File: config.mk
export PLATFORM = sky130hd
export DESIGN_NAME = fibo_sched
export DESIGN_NICKNAME = d
export VERILOG_FILES = /design/src/rtl/fibo_sched_pkg.sv /design/src/rtl/fibo_core.sv /design/src/rtl/fibo_sched.sv
export SDC_FILE = /design/constraint.sdc
export NUM_CORES = 1
export LEC_CHECK = 0
export BUFFER_PORTS_ARGS = -buffer_cell sky130_fd_sc_hd__buf_2
export CAP_MARGIN = 10
export CELL_PAD_IN_SITES_DETAIL_PLACEMENT = 0
export CELL_PAD_IN_SITES_GLOBAL_PLACEMENT = 1
export CORE_MARGIN = 2
export CORE_UTILIZATION = 35
export DETAILED_ROUTE_END_ITERATION = 8
export GPL_TIMING_DRIVEN = 0
export PLACE_DENSITY = 0.67
export SLEW_MARGIN = 5
export SYNTH_ARGS = -nofsm -noshare
export SYNTH_HDL_FRONTEND = slang
export SYNTH_SLANG_ARGS = --single-unit
File: constraint.sdc
create_clock -name clk -period 3.6 [get_ports clk]
set_input_delay 0.18 -clock clk [delete_from_list [all_inputs] [get_ports clk]]
set_output_delay 0.18 -clock clk [all_outputs]
set_load 0.02 [all_outputs]
File: src/rtl/fibo_sched_pkg.sv
// fibo_sched_pkg: shared state encoding and default widths for the Fibonacci scheduler.
`default_nettype none

package fibo_sched_pkg;

    localparam int DATA_W_DEF = 8;
    localparam int CNT_W_DEF  = 4;

    typedef enum logic [1:0] {
        S_IDLE = 2'd0,
        S_RUN  = 2'd1,
        S_GAP  = 2'd2
    } state_e;

endpackage

`default_nettype wire

File: src/rtl/fibo_core.sv
// fibo_core: Fibonacci term pair (a, b) with load, step and saturation tracking.
`default_nettype none

module fibo_core #(
    parameter int DATA_W = 8
) (
    input  logic              clk,
    input  logic              rst,
    input  logic              load_i,
    input  logic              step_i,
    output logic [DATA_W-1:0] a_o,
    output logic              ovf_o
);

    logic [DATA_W-1:0] a_q;
    logic [DATA_W-1:0] b_q;
    logic              bsat_q;
    logic              ovf_q;
    logic [DATA_W:0]   sum_w;

    assign sum_w = {1'b0, a_q} + {1'b0, b_q};

    // bsat_q marks a b that was clamped; ovf rises once that b moves into a.
    always_ff @(posedge clk or negedge rst) begin
        if (!rst) begin
            a_q    <= '0;
            b_q    <= DATA_W'(1);
            bsat_q <= 1'b0;
            ovf_q  <= 1'b0;
        end else if (load_i) begin
            a_q    <= '0;
            b_q    <= DATA_W'(1);
            bsat_q <= 1'b0;
            ovf_q  <= 1'b0;
        end else if (step_i) begin
            a_q    <= b_q;
            b_q    <= sum_w[DATA_W] ? '1 : sum_w[DATA_W-1:0];
            bsat_q <= sum_w[DATA_W];
            ovf_q  <= ovf_q | bsat_q;
        end
    end

    assign a_o   = a_q;
    assign ovf_o = ovf_q;

endmodule

`default_nettype wire

File: src/rtl/fibo_sched.sv
// fibo_sched: round-robin arbiter between two requesters, streaming a Fibonacci
// sequence of the granted length with ready/valid handshake.
`default_nettype none

module fibo_sched
    import fibo_sched_pkg::*;
#(
    parameter int DATA_W = DATA_W_DEF,
    parameter int CNT_W  = CNT_W_DEF
) (
    input  logic              clk,
    input  logic              rst,
    input  logic [1:0]        req,
    input  logic [CNT_W-1:0]  len0,
    input  logic [CNT_W-1:0]  len1,
    output logic [1:0]        gnt,
    output logic              out_valid,
    input  logic              out_ready,
    output logic [DATA_W-1:0] out_data,
    output logic              out_id,
    output logic              out_last,
    output logic              ovf,
    output logic              busy
);

    localparam logic [CNT_W:0] CNT_ONE = {{CNT_W{1'b0}}, 1'b1};

    state_e            state_q, state_d;
    logic              ptr_q, ptr_d;
    logic              id_q, id_d;
    logic [CNT_W:0]    cnt_q, cnt_d;

    logic              winner_w;
    logic [CNT_W-1:0]  len_sel_w;
    logic [CNT_W:0]    cnt_load_w;
    logic              run_w;
    logic              xfer_w;
    logic              last_w;
    logic              load_w;
    logic              step_w;
    logic [DATA_W-1:0] a_w;
    logic              core_ovf_w;

    assign winner_w   = (req == 2'b11) ? ptr_q : req[1];
    assign len_sel_w  = winner_w ? len1 : len0;
    // A zero length encodes the full 2^CNT_W sequence, hence the extra count bit.
    assign cnt_load_w = (len_sel_w == '0) ? {1'b1, {CNT_W{1'b0}}} : {1'b0, len_sel_w};
    assign run_w      = (state_q == S_RUN);
    assign xfer_w     = run_w & out_ready;
    assign last_w     = run_w & (cnt_q == CNT_ONE);

    always_ff @(posedge clk or negedge rst) begin
        if (!rst) begin
            state_q <= S_IDLE;
            ptr_q   <= 1'b0;
            id_q    <= 1'b0;
            cnt_q   <= '0;
        end else begin
            state_q <= state_d;
            ptr_q   <= ptr_d;
            id_q    <= id_d;
            cnt_q   <= cnt_d;
        end
    end

    always_comb begin
        state_d = state_q;
        ptr_d   = ptr_q;
        id_d    = id_q;
        cnt_d   = cnt_q;
        load_w  = 1'b0;
        step_w  = 1'b0;
        case (state_q)
            S_IDLE: begin
                if (|req) begin
                    id_d    = winner_w;
                    cnt_d   = cnt_load_w;
                    load_w  = 1'b1;
                    state_d = S_RUN;
                end
            end
            S_RUN: begin
                if (xfer_w) begin
                    cnt_d  = cnt_q - CNT_ONE;
                    step_w = 1'b1;
                end
                // Completion and abort both hand priority to the other requester.
                if ((xfer_w && last_w) || !req[id_q]) begin
                    ptr_d   = ~id_q;
                    state_d = S_GAP;
                end
            end
            S_GAP: begin
                state_d = S_IDLE;
            end
            default: begin
                state_d = S_IDLE;
            end
        endcase
    end

    fibo_core #(
        .DATA_W (DATA_W)
    ) u_core (
        .clk    (clk),
        .rst    (rst),
        .load_i (load_w),
        .step_i (step_w),
        .a_o    (a_w),
        .ovf_o  (core_ovf_w)
    );

    assign gnt       = run_w ? (id_q ? 2'b10 : 2'b01) : 2'b00;
    assign out_valid = run_w;
    assign out_data  = run_w ? a_w : '0;
    assign out_id    = id_q;
    assign out_last  = last_w;
    assign ovf       = run_w & core_ovf_w;
    assign busy      = (state_q != S_IDLE);

endmodule

`default_nettype wire

* After elaboration in Yosys (flattened, before gate mapping)
Index checks and enable logic that the tools add are counted.
Operators by class: $add $sub $neg 2, magnitude comparators 1, equal/unequal tests 6, multiplexer cells 27, bitwise gates (word level) 5, reductions and logical operators 13
Operators with widths (number):
- $mux W8 | 6
- $mux W5 | 3
- $mux W1 | 11
- $pmux W5 S2 | 1
- $add A8 B8 Y9 | 1
- $mux W2 | 4
- $reduce_and A2 Y1 | 3
- $reduce_bool A2 Y1 | 3
- $eq A5 B1 Y1 const B | 1
- $sub A5 B1 Y5 const B | 1
- $logic_not A4 Y1 | 1
- $mux W4 | 1
- $ne A2 B1 Y1 const B | 2
- $pmux W2 S2 | 1
- $and A1 B1 Y1 | 3
- $reduce_and A3 Y1 | 1
- $eq A2 B1 Y1 const B | 1
- $eq A2 B2 Y1 const B | 1
- $logic_not A2 Y1 | 1
- $lt A1 B2 Y1 const B | 1
- $ne A2 B2 Y1 const B | 1
- $reduce_or A2 Y1 | 1
- $logic_and A1 B1 Y1 | 1
- $logic_not A1 Y1 | 1
- 3 further kinds | 3
Storage, ports and cells: bits in registers 27, logic and storage cells 62

* Depth between registers and ports, before layout
Gate-level depths: netlist of run 1.
depth after elaboration 7, depth in mapped cells 7

* Hierarchy
From an unflattened synthesis of run 1, not the netlist that was laid out.
Second synthesis, totals: cell total of the unflattened synthesis 171, area, all modules 1700.4 µm²
By module, submodules not included:
- fibo_core | instances 1, cells each 95, area an instance 1006.0 µm², sequential area each 451.7 µm²
- fibo_sched | instances 1, cells each 76, area an instance 694.4 µm², sequential area each 225.2 µm²

* Worst setup path before layout of run 1
No wires, ideal clock.
path kind flip-flop to flip-flop, start point reg u_core.a_q[0], in the netlist u_core.a_o[0], end point reg u_core.b_q[7], setup time 136 ps, data arrival time 1739 ps, required time 3464 ps, path slack 1725 ps, stages on the path, launching flop included 8, path buffers 0, clock period less this slack 1875 ps, cell sequence dfrtp_1 ha_1 fa_1 a211oi_1 o21a_1 nor2_1 nor4_1 a31oi_1
On the way: cells in the longest elaborated chain, start to end 4
Ends and longest elaborated chain:
- start, declared | RTL line fibo_core.sv:15 | logic [DATA_W-1:0] a_q;
- start signal, assigned | RTL line fibo_core.sv:36 | a_q <= b_q;
- $add A8 B8 Y9 | RTL line fibo_core.sv:21 | assign sum_w = {1'b0, a_q} + {1'b0, b_q};
- $mux W8 | RTL line fibo_core.sv:37 | b_q <= sum_w[DATA_W] ? '1 : sum_w[DATA_W-1:0];
- $mux W8 | RTL line fibo_core.sv:35 | end else if (step_i) begin
- $mux W8 | RTL line fibo_core.sv:30 | end else if (load_i) begin
- end signal, assigned | RTL line fibo_core.sv:37
- end, declared | RTL line fibo_core.sv:16 | logic [DATA_W-1:0] b_q;
Every way passes these cells. The select of a mux whose other input is x is not followed. A chain may end at the register's enable or synchronous reset.

* Worst setup path after layout of run 1
start point reg u_core.a_q[0], in the netlist u_core.a_o[0], end point reg u_core.b_q[3]
Same word-level chain as after synthesis.

==> results of run 1 <==
-- state kept, by name (all words and copies together), names as in the netlist --
register,flops
cnt_q,5
out_id,1
ptr_q,1
state_q,2
u_core.a_o,8
u_core.b_q,8
u_core.bsat_q,1
u_core.ovf_o,1
-- through the flow --
step                total power [uW]  utilization  instances  setup WS (ps)
finish                          1880        0.420        274           1410
CTS                             1900        0.420        274           1370
global route                    2060        0.420        274           1210
floorplan                       1430            -        175           1730
global placement                1690        0.408        269           1450
detailed placement              1710        0.408        269           1400
-- kinds of logic after synthesis --
| kind of cell | count (synthesis) |
|---|---|
| AOI/OAI and AO/OA | 62 |
| buffers and inverters | 10 |
| adders and majority gates | 11 |
| DFF | 27 |
| xor gates and xnor gates | 4 |
| and+or+nand+nor | 55 |
| muxes | 6 |
-- what timing repair did --
item / in CTS / in global routing
gates resized for setup: 0 / 0
hold endpoints to repair: 26 / 0
hold buffers: 1 / 0
-- power by group --
group	internal (uW)	switching, uW
logic	467	657
clock network	78.6	101
registers	451	129
total	997	887
-- worst max path at each step --
| stage | to | cells after the start | slack, ps |
|---|---|---|---|
| CTS | u_core.b_q[3] | 7 | 1370 |
| detailed placement | u_core.b_q[3] | 7 | 1400 |
| global placement | u_core.b_q[2] | 7 | 1450 |
| global route | u_core.b_q[3] | 7 | 1210 |
| finish | u_core.b_q[3] | 7 | 1410 |
| floorplan | u_core.b_q[7] | 7 | 1730 |
-- worst max-delay path: stages (launching register included) --
cell      delay [ps]
dfrtp_1          410
ha_1             250
fa_1             440
a211oi_1         280
o21a_1           220
nor2_1            80
nor2b_1          240
a31oi_1          140
-- layout make-up --
cell class                      count  area (sq um)
Fill cell                         470          2740
Multi-Input combinational cell    138           961
Sequential cell                    27           677
Timing Repair Buffer               28           145
Tap cell                           67          83.8
Buffer                              5          48.8
Clock buffer                        3          41.3
Inverter                            5          21.3
Clock inverter                      1          7.51
-- routing by layer --
metal  up-vias  global-route usage  share of wire
met5         -                   0              0
met4         0              0.0485          0.011
met3         4              0.0206          0.039
met2        36               0.237           0.44
met1       692               0.220           0.51
li1        702                   -              -
-- cell usage after synthesis (3+ instances only) --
library cell,n,area (sq um)
a21oi_1,23,115
a22o_1,8,70.1
a31oi_1,4,25.0
and2_1,10,62.6
dfrtp_1,26,651
ha_1,10,125
inv_1,4,15.0
mux2_2,4,45.0
nand2_1,10,37.5
nor2_1,14,52.6
nor3_1,5,25.0
nor4_1,3,18.8
o21ai_0,8,40.0
==> flow_summary.json, run 1 <==
{
  "status": "finished clean",
  "finalCritPeriodShare": 0.610,
  "ant_nets": 0,
  "min_to": "state_q[1]",
  "postPlaceCellArea_sq_um": 1930,
  "yosys_warnings": 0,
  "worstSkewPairLatency_ps": 280,
  "cp_max_fo": 3,
  "grt_pass1_wl_mm": 6.40,
  "hold_viol": 0,
  "synth_top_flop_cell": "dfrtp_1",
  "path_class": "reg -> reg",
  "reg2reg_to": "u_core.b_q[3]",
  "rsz0062_at_grt": "no",
  "worst_setup_path_end_kind": "flop",
  "hold_depth": 3,
  "ys_async_sr_fraction": 1.00,
  "worst_pin_slew_ps": 639,
  "reg2reg_from": "u_core.a_o[0]",
  "dp_hpwl_mm": 2.85,
  "power_density_nw_per_um2": 949,
  "cts_made_buffers": 3,
  "dieArea_sq_um": 5450,
  "rows": 25,
  "globalRoute.totalOverflow": 0,
  "drive_gt1_frac": 0.266,
  "port-buffer-count": 27,
  "drt_pass1_iterations": 4,
  "drv_slew": 0,
  "postSynthCellCount": 175,
  "cts_sinks": 27,
  "mostFrequentLayoutCell": "buf_2",
  "r2r_cells": 7,
  "slew_headroom": 0.574,
  "wl_mm": 3.99,
  "grt_usage": 0.153,
  "hold_ws_ps": 225,
  "tns_ps": 0,
  "yosysSeqAreaShare": 0.396,
  "peakVddDrop_v": 0.000284,
  "crit_required_ps": 3750,
  "cts_buffer_depth": 2,
  "avgRoutedWirePerCell_um": 14.6,
  "hold_path.class": "in -> reg",
  "startpoint": "u_core.a_o[0]",
  "design_area_sq_um": 1990,
  "drc": 0,
  "clk_pin_slew_worst_paths_ps": 100,
  "coreArea_sq_um": 4720,
  "synthDistinctLibCells": 48,
  "die_h_um": 73.9,
  "grt_pass1_vias": 1332,
  "final_nets": 232,
  "skew_ps": 8.46,
  "synth_compound_area_frac": 0.245,
  "leakage_uw": 0.000934,
  "synth-seq-cells": 27,
  "fmax_mhz": 456,
  "die_width_um": 73.9,
  "area_growth_pct": 16.3,
  "htreeDepth": 1,
  "postCtsSetupRepairBufs": 0,
  "cts_tree": "done",
  "max-cap-violations": 0,
  "first_iter_violations": 86,
  "root_buffer": "clkbuf_8",
  "via_count": 1434,
  "worstHoldStart": "out_ready",
  "synth_xor_xnor_area_share": 0.0205,
  "io_pins": 28,
  "syn_area_per_cell_sq_um": 9.76,
  "syn-cell-area_sq_um": 1710,
  "synth_top_family_by_area": "compound AO/OA/AOI/OAI gates",
  "synthSimpleGateAreaFrac": 0.174,
  "gp_congestion": 0.754,
  "grt_max_degree": 28,
  "via_per_inst": 5.23,
  "final_cell_mix": "buf_2, dfrtp_1, a21oi_1",
  "setup_viol": 0,
  "ff2ff_setup_slack_ps": 1410,
  "muxShareOfSynthArea": 0.0381,
  "antenna_found_initial": 0,
  "arrival_ps": 2350,
  "initial_core_util": 0.362,
  "fin_crit_ps": 2190,
  "synth_fa_ha_area_frac": 0.0850,
  "crit_path_start_kind": "flop",
  "antenna_cells": 0,
  "synth_nets": 199,
  "synth_edf_count": 0
}
Power figures use the tool's default switching activity.
==> run 2, diff against run 1 <==
clock period = 2.2 ns   (was 3.6 ns; I/O delays follow)
==> run 2 against run 1 <==
Effect of this change: cell area is 1.2% higher; flip-flop and latch count did not move; via count rose by 1.1%; die area unchanged; worst hold slack lost 67 ps; critical path type unchanged; critical endpoint unchanged; largest cell class unchanged; highest routed layer unchanged.
==> flow_summary.json, run 2 (same netlist as run 1, synthesis figures left out) <==
{
  "antenna_found_initial": 0,
  "via_count": 1450,
  "finalCritPeriodShare": 0.932,
  "cp_max_fo": 3,
  "worst_pin_slew_ps": 642,
  "area_growth_pct": 17.7,
  "dp_hpwl_mm": 2.85,
  "p_comb_frac": 0.601,
  "antenna_cells": 0,
  "globalRoute.totalOverflow": 0,
  "worstSkewPairLatency_ps": 280,
  "cp-endpoint": "u_core.b_q[3]",
  "crit_path_start_kind": "flop",
  "hold_viol": 0,
  "pre_cts_ws_ps": -1.54,
  "reg2reg_to": "u_core.b_q[3]",
  "grt_max_degree": 28,
  "design_area_sq_um": 2010,
  "hold_ws_ps": 158,
  "skew_ps": 8.30,
  "avgRoutedWirePerCell_um": 14.5,
  "final_cell_mix": "buf_2, dfrtp_1, a21oi_1",
  "fin_crit_ps": 2050,
  "clkPwrFrac": 0.094,
  "io_pins": 28,
  "rsz0062_at_grt": "no",
  "reg2reg_from": "u_core.a_o[0]",
  "setup_viol": 0,
  "startpoint": "u_core.a_o[0]",
  "tns_ps": 0,
  "cts_tree": "done",
  "port-buffer-count": 27,
  "fmax_mhz": 488,
  "coreArea_sq_um": 4720,
  "max-cap-violations": 0,
  "status": "finished clean",
  "mostFrequentLayoutCell": "buf_2",
  "cts_sinks": 27,
  "via_per_inst": 5.27,
  "postPlaceCellArea_sq_um": 1930,
  "first_iter_violations": 74,
  "power_density_nw_per_um2": 1550,
  "gp_congestion": 0.754,
  "ff2ff_setup_slack_ps": 150,
  "drive_gt1_frac": 0.288,
  "nFillCells": 474,
  "cts_buffer_depth": 2,
  "p_int_uw": 1650,
  "wl_mm": 4.00,
  "leakage_uw": 0.000942,
  "cts_made_buffers": 3,
  "peakVddDrop_v": 0.000466,
  "die_h_um": 73.9,
  "die_width_um": 73.9,
  "arrival_ps": 2210,
  "clk_pin_slew_worst_paths_ps": 100,
  "final_nets": 233,
  "swShare": 0.469,
  "grt_pass1_wl_mm": 6.41,
  "switchingPower_uw": 1460,
  "grt_usage": 0.153,
  "root_buffer": "clkbuf_8",
  "drv_slew": 0,
  "hold_path.class": "in -> reg",
  "finalWorstSetupSlack_ps": 150,
  "grt_pass1_vias": 1335,
  "dieArea_sq_um": 5450,
  "place_inst": 269,
  "finalNonFillerCells": 275,
  "rows": 25,
  "crit_required_ps": 2360,
  "htreeDepth": 1,
  "worst_setup_path_end_kind": "flop",
  "path_class": "reg -> reg",
  "initial_core_util": 0.362,
  "slew_headroom": 0.572,
  "drt_pass1_iterations": 4,
  "pwr-share-seq": 0.305,
  "ant_nets": 0,
  "r2r_cells": 7,
  "drc": 0
}
run 2: power groups by stage:
stage | Combinational, uW | Clock [uW] | Sequential (uW)
after global placement | 1820 | 0 | 945
after global routing | 2090 | 327 | 984
after CTS | 1860 | 313 | 949
after floorplan | 1420 | 0 | 918
final | 1870 | 293 | 949
after detailed placement | 1840 | 0 | 960
run 2: final cells by class:
type | count | area [sq um] | share of cell area
Multi-Input combinational cell | 138 | 977 | 0.486
Tap cell | 67 | 83.8 | 0.0417
Timing Repair Buffer | 29 | 153 | 0.0760
Sequential cell | 27 | 677 | 0.337
Buffer | 5 | 48.8 | 0.0243
Clock buffer | 3 | 41.3 | 0.0205
Inverter | 5 | 21.3 | 0.0106
Clock inverter | 1 | 7.51 | 0.00374
run 2: how the worst min path moves through the flow:
stage / startpoint / depth (start not counted) / endpoint
6_report: out_ready / 3 / state_q[1]
5_1_grt: out_ready / 3 / state_q[1]
4_1_cts: out_ready / 3 / state_q[1]
3_5_place_dp: rst / 1 / u_core.a_o[2]
3_3_place_gp: rst / 1 / u_core.a_o[2]
2_1_floorplan: rst / 0 / cnt_q[0]
run 2: per-stage QoR:
| step | total power (uW) | utilization |
|---|---|---|
| 6_report | 3110 | 0.425 |
| 5_1_grt | 3400 | 0.425 |
| 4_1_cts | 3120 | 0.421 |
| 3_5_place_dp | 2800 | 0.408 |
| 3_3_place_gp | 2770 | 0.408 |
| 2_1_floorplan | 2340 | - |
run 2: critical path, stage by stage, from the launching register on:
cell      delay (ps)
dfrtp_1          410
ha_1             250
fa_1             440
a211oi_2         250
o21a_1           190
nor2_1            80
nor2b_2          190
a31oi_1          120
run 2: what timing repair did:
action,4_1_cts,5_1_grt
endpoints found under the setup margin,1,7
hold endpoints to repair,26,0
hold buffers,1,0
resized for setup,1,3
setup buffers,0,1
run 2: routing by layer:
metal,vias up,track usage,share of wire
met4,0,0.0485,0.012
met5,-,0,0
met3,4,0.0206,0.038
met2,39,0.237,0.44
li1,701,-,-
met1,706,0.221,0.51
==> run 3, diff against run 2 <==
CELL_PAD_IN_SITES_DETAIL_PLACEMENT = 1   (was 0)
==> run 3 against run 2 <==
Effect of this change: power increased by 1.5%; first-iteration DRC count down 24%; combinational power grew 2%; via count increased by 0.55%; die area did not move; worst setup slack improved by 2.4 ps; clock-buffer cell count increased by 1; critical path type unchanged; highest routed layer unchanged.
==> flow_summary.json, run 3 (same netlist as run 1, synthesis figures left out) <==
{
  "cts_made_buffers": 3,
  "drv_slew": 0,
  "cts_sinks": 27,
  "finalCritPeriodShare": 0.931,
  "fmax_mhz": 488,
  "grt_pass1_vias": 1562,
  "final-seq-area_sq_um": 677,
  "worst_setup_path_end_kind": "flop",
  "antenna_found_initial": 0,
  "skew_ps": 2.21,
  "swShare": 0.477,
  "io_pins": 28,
  "hold_path.class": "in -> reg",
  "area_growth_pct": 17.1,
  "final_nets": 233,
  "mostFrequentLayoutCell": "buf_2",
  "drc": 0,
  "tns_ps": 0,
  "clk_pin_slew_worst_paths_ps": 100,
  "multi_input_area_sq_um": 971,
  "clkPwrFrac": 0.093,
  "port-buffer-count": 27,
  "htreeDepth": 1,
  "drive_gt1_frac": 0.279,
  "globalRoute.totalOverflow": 0,
  "arrival_ps": 2200,
  "wl_mm": 4.47,
  "drt_pass1_iterations": 4,
  "die_h_um": 73.9,
  "first_iter_violations": 56,
  "slew_headroom": 0.579,
  "status": "finished clean",
  "cts_tree": "done",
  "antenna_cells": 0,
  "coreArea_sq_um": 4720,
  "grt_usage": 0.178,
  "die_width_um": 73.9,
  "ant_nets": 0,
  "via_count": 1458,
  "initial_core_util": 0.362,
  "pre_cts_ws_ps": 1.06,
  "p_comb_frac": 0.604,
  "cts_buffer_depth": 2,
  "dp_hpwl_mm": 3.35,
  "final_cell_mix": "buf_2, dfrtp_1, a21oi_1",
  "nFillCells": 558,
  "finalWorstSetupSlack_ps": 153,
  "pwr-share-seq": 0.303,
  "power_density_nw_per_um2": 1580,
  "root_buffer": "clkbuf_8",
  "grt_max_degree": 28,
  "dieArea_sq_um": 5450,
  "max-cap-violations": 0,
  "fin_crit_ps": 2050,
  "reg2reg_from": "u_core.a_o[0]",
  "switchingPower_uw": 1510,
  "setup_viol": 0,
  "path_class": "reg -> reg",
  "worst_pin_slew_ps": 631,
  "p_int_uw": 1650,
  "rows": 25,
  "crit_path_start_kind": "flop",
  "avgRoutedWirePerCell_um": 16.2,
  "peakVddDrop_v": 0.000478,
  "rsz0062_at_grt": "no",
  "via_per_inst": 5.30,
  "hold_viol": 0,
  "cp_max_fo": 3,
  "gp_congestion": 0.754,
  "worstHoldStart": "out_ready",
  "leakage_uw": 0.000942,
  "grt_pass1_wl_mm": 7.54,
  "worstSkewPairLatency_ps": 270,
  "crit_required_ps": 2360,
  "startpoint": "u_core.a_o[0]"
}
run 3: layout make-up:
class,instances,share of cell area
Buffer,5,0.0244
Clock buffer,4,0.0225
Inverter,5,0.0106
Multi-Input combinational cell,138,0.486
Sequential cell,27,0.339
Tap cell,67,0.0419
Timing Repair Buffer,29,0.0763
run 3: critical path: stages, from the launching register on:
cell and delay, ps:
dfrtp_1 410, ha_1 250, fa_1 440, a211oi_2 240
o21a_1 190, nor2_1 80, nor2b_2 190, a31oi_1 120
run 3: per-layer routing:
| layer | up-vias | share of wire | GRT usage |
|---|---|---|---|
| li1 | 705 | - | - |
| met2 | 18 | 0.48 | 0.301 |
| met5 | - | 0 | 0 |
| met4 | 0 | 0.010 | 0.0485 |
| met1 | 731 | 0.48 | 0.241 |
| met3 | 4 | 0.023 | 0.0192 |
run 3: final timing paths:
path | endpoint | slack (ps) | depth (start not counted)
worst max-delay path | u_core.b_q[3] | 150 | 7
worst min-delay path | state_q[1] | 180 | 3
worst max register to register | u_core.b_q[3] | 150 | 7
worst min register to register | u_core.bsat_q | 500 | 2
max in group asynchronous | cnt_q[4] | 1410 | 2
min in group asynchronous | u_core.a_o[2] | 380 | 2
run 3: metrics by stage:
| step | hold slack, ps | std cells | instance area, sq um | utilization | total power [uW] |
|---|---|---|---|---|---|
| 3_3_place_gp | 161 | 269 | 1930 | 0.408 | 2770 |
| 4_1_cts | 167 | 274 | 1980 | 0.420 | 3180 |
| 6_report | 178 | 275 | 2000 | 0.423 | 3160 |
| 5_1_grt | 164 | 275 | 2000 | 0.423 | 3440 |
| 3_5_place_dp | 174 | 269 | 1930 | 0.408 | 2860 |
| 2_1_floorplan | -186 | 175 | 1710 | - | 2340 |
run 3: power groups by stage:
stage / sequential (uW) / combinational, uW / clock, uW
after floorplan: 918 / 1420 / 0
after global placement: 945 / 1820 / 0
after detailed placement: 972 / 1890 / 0
after CTS: 960 / 1910 / 309
after global routing: 993 / 2130 / 322
final: 957 / 1910 / 293
run 3: timing repair:
| action | 4_1_cts | 5_1_grt |
|---|---|---|
| buffers inserted | 0 | 1 |
| hold endpoints to repair | 26 | 0 |
| setup endpoints to repair | 2 | 9 |
| resized for setup | 1 | 2 |
| hold buffers | 1 | 0 |
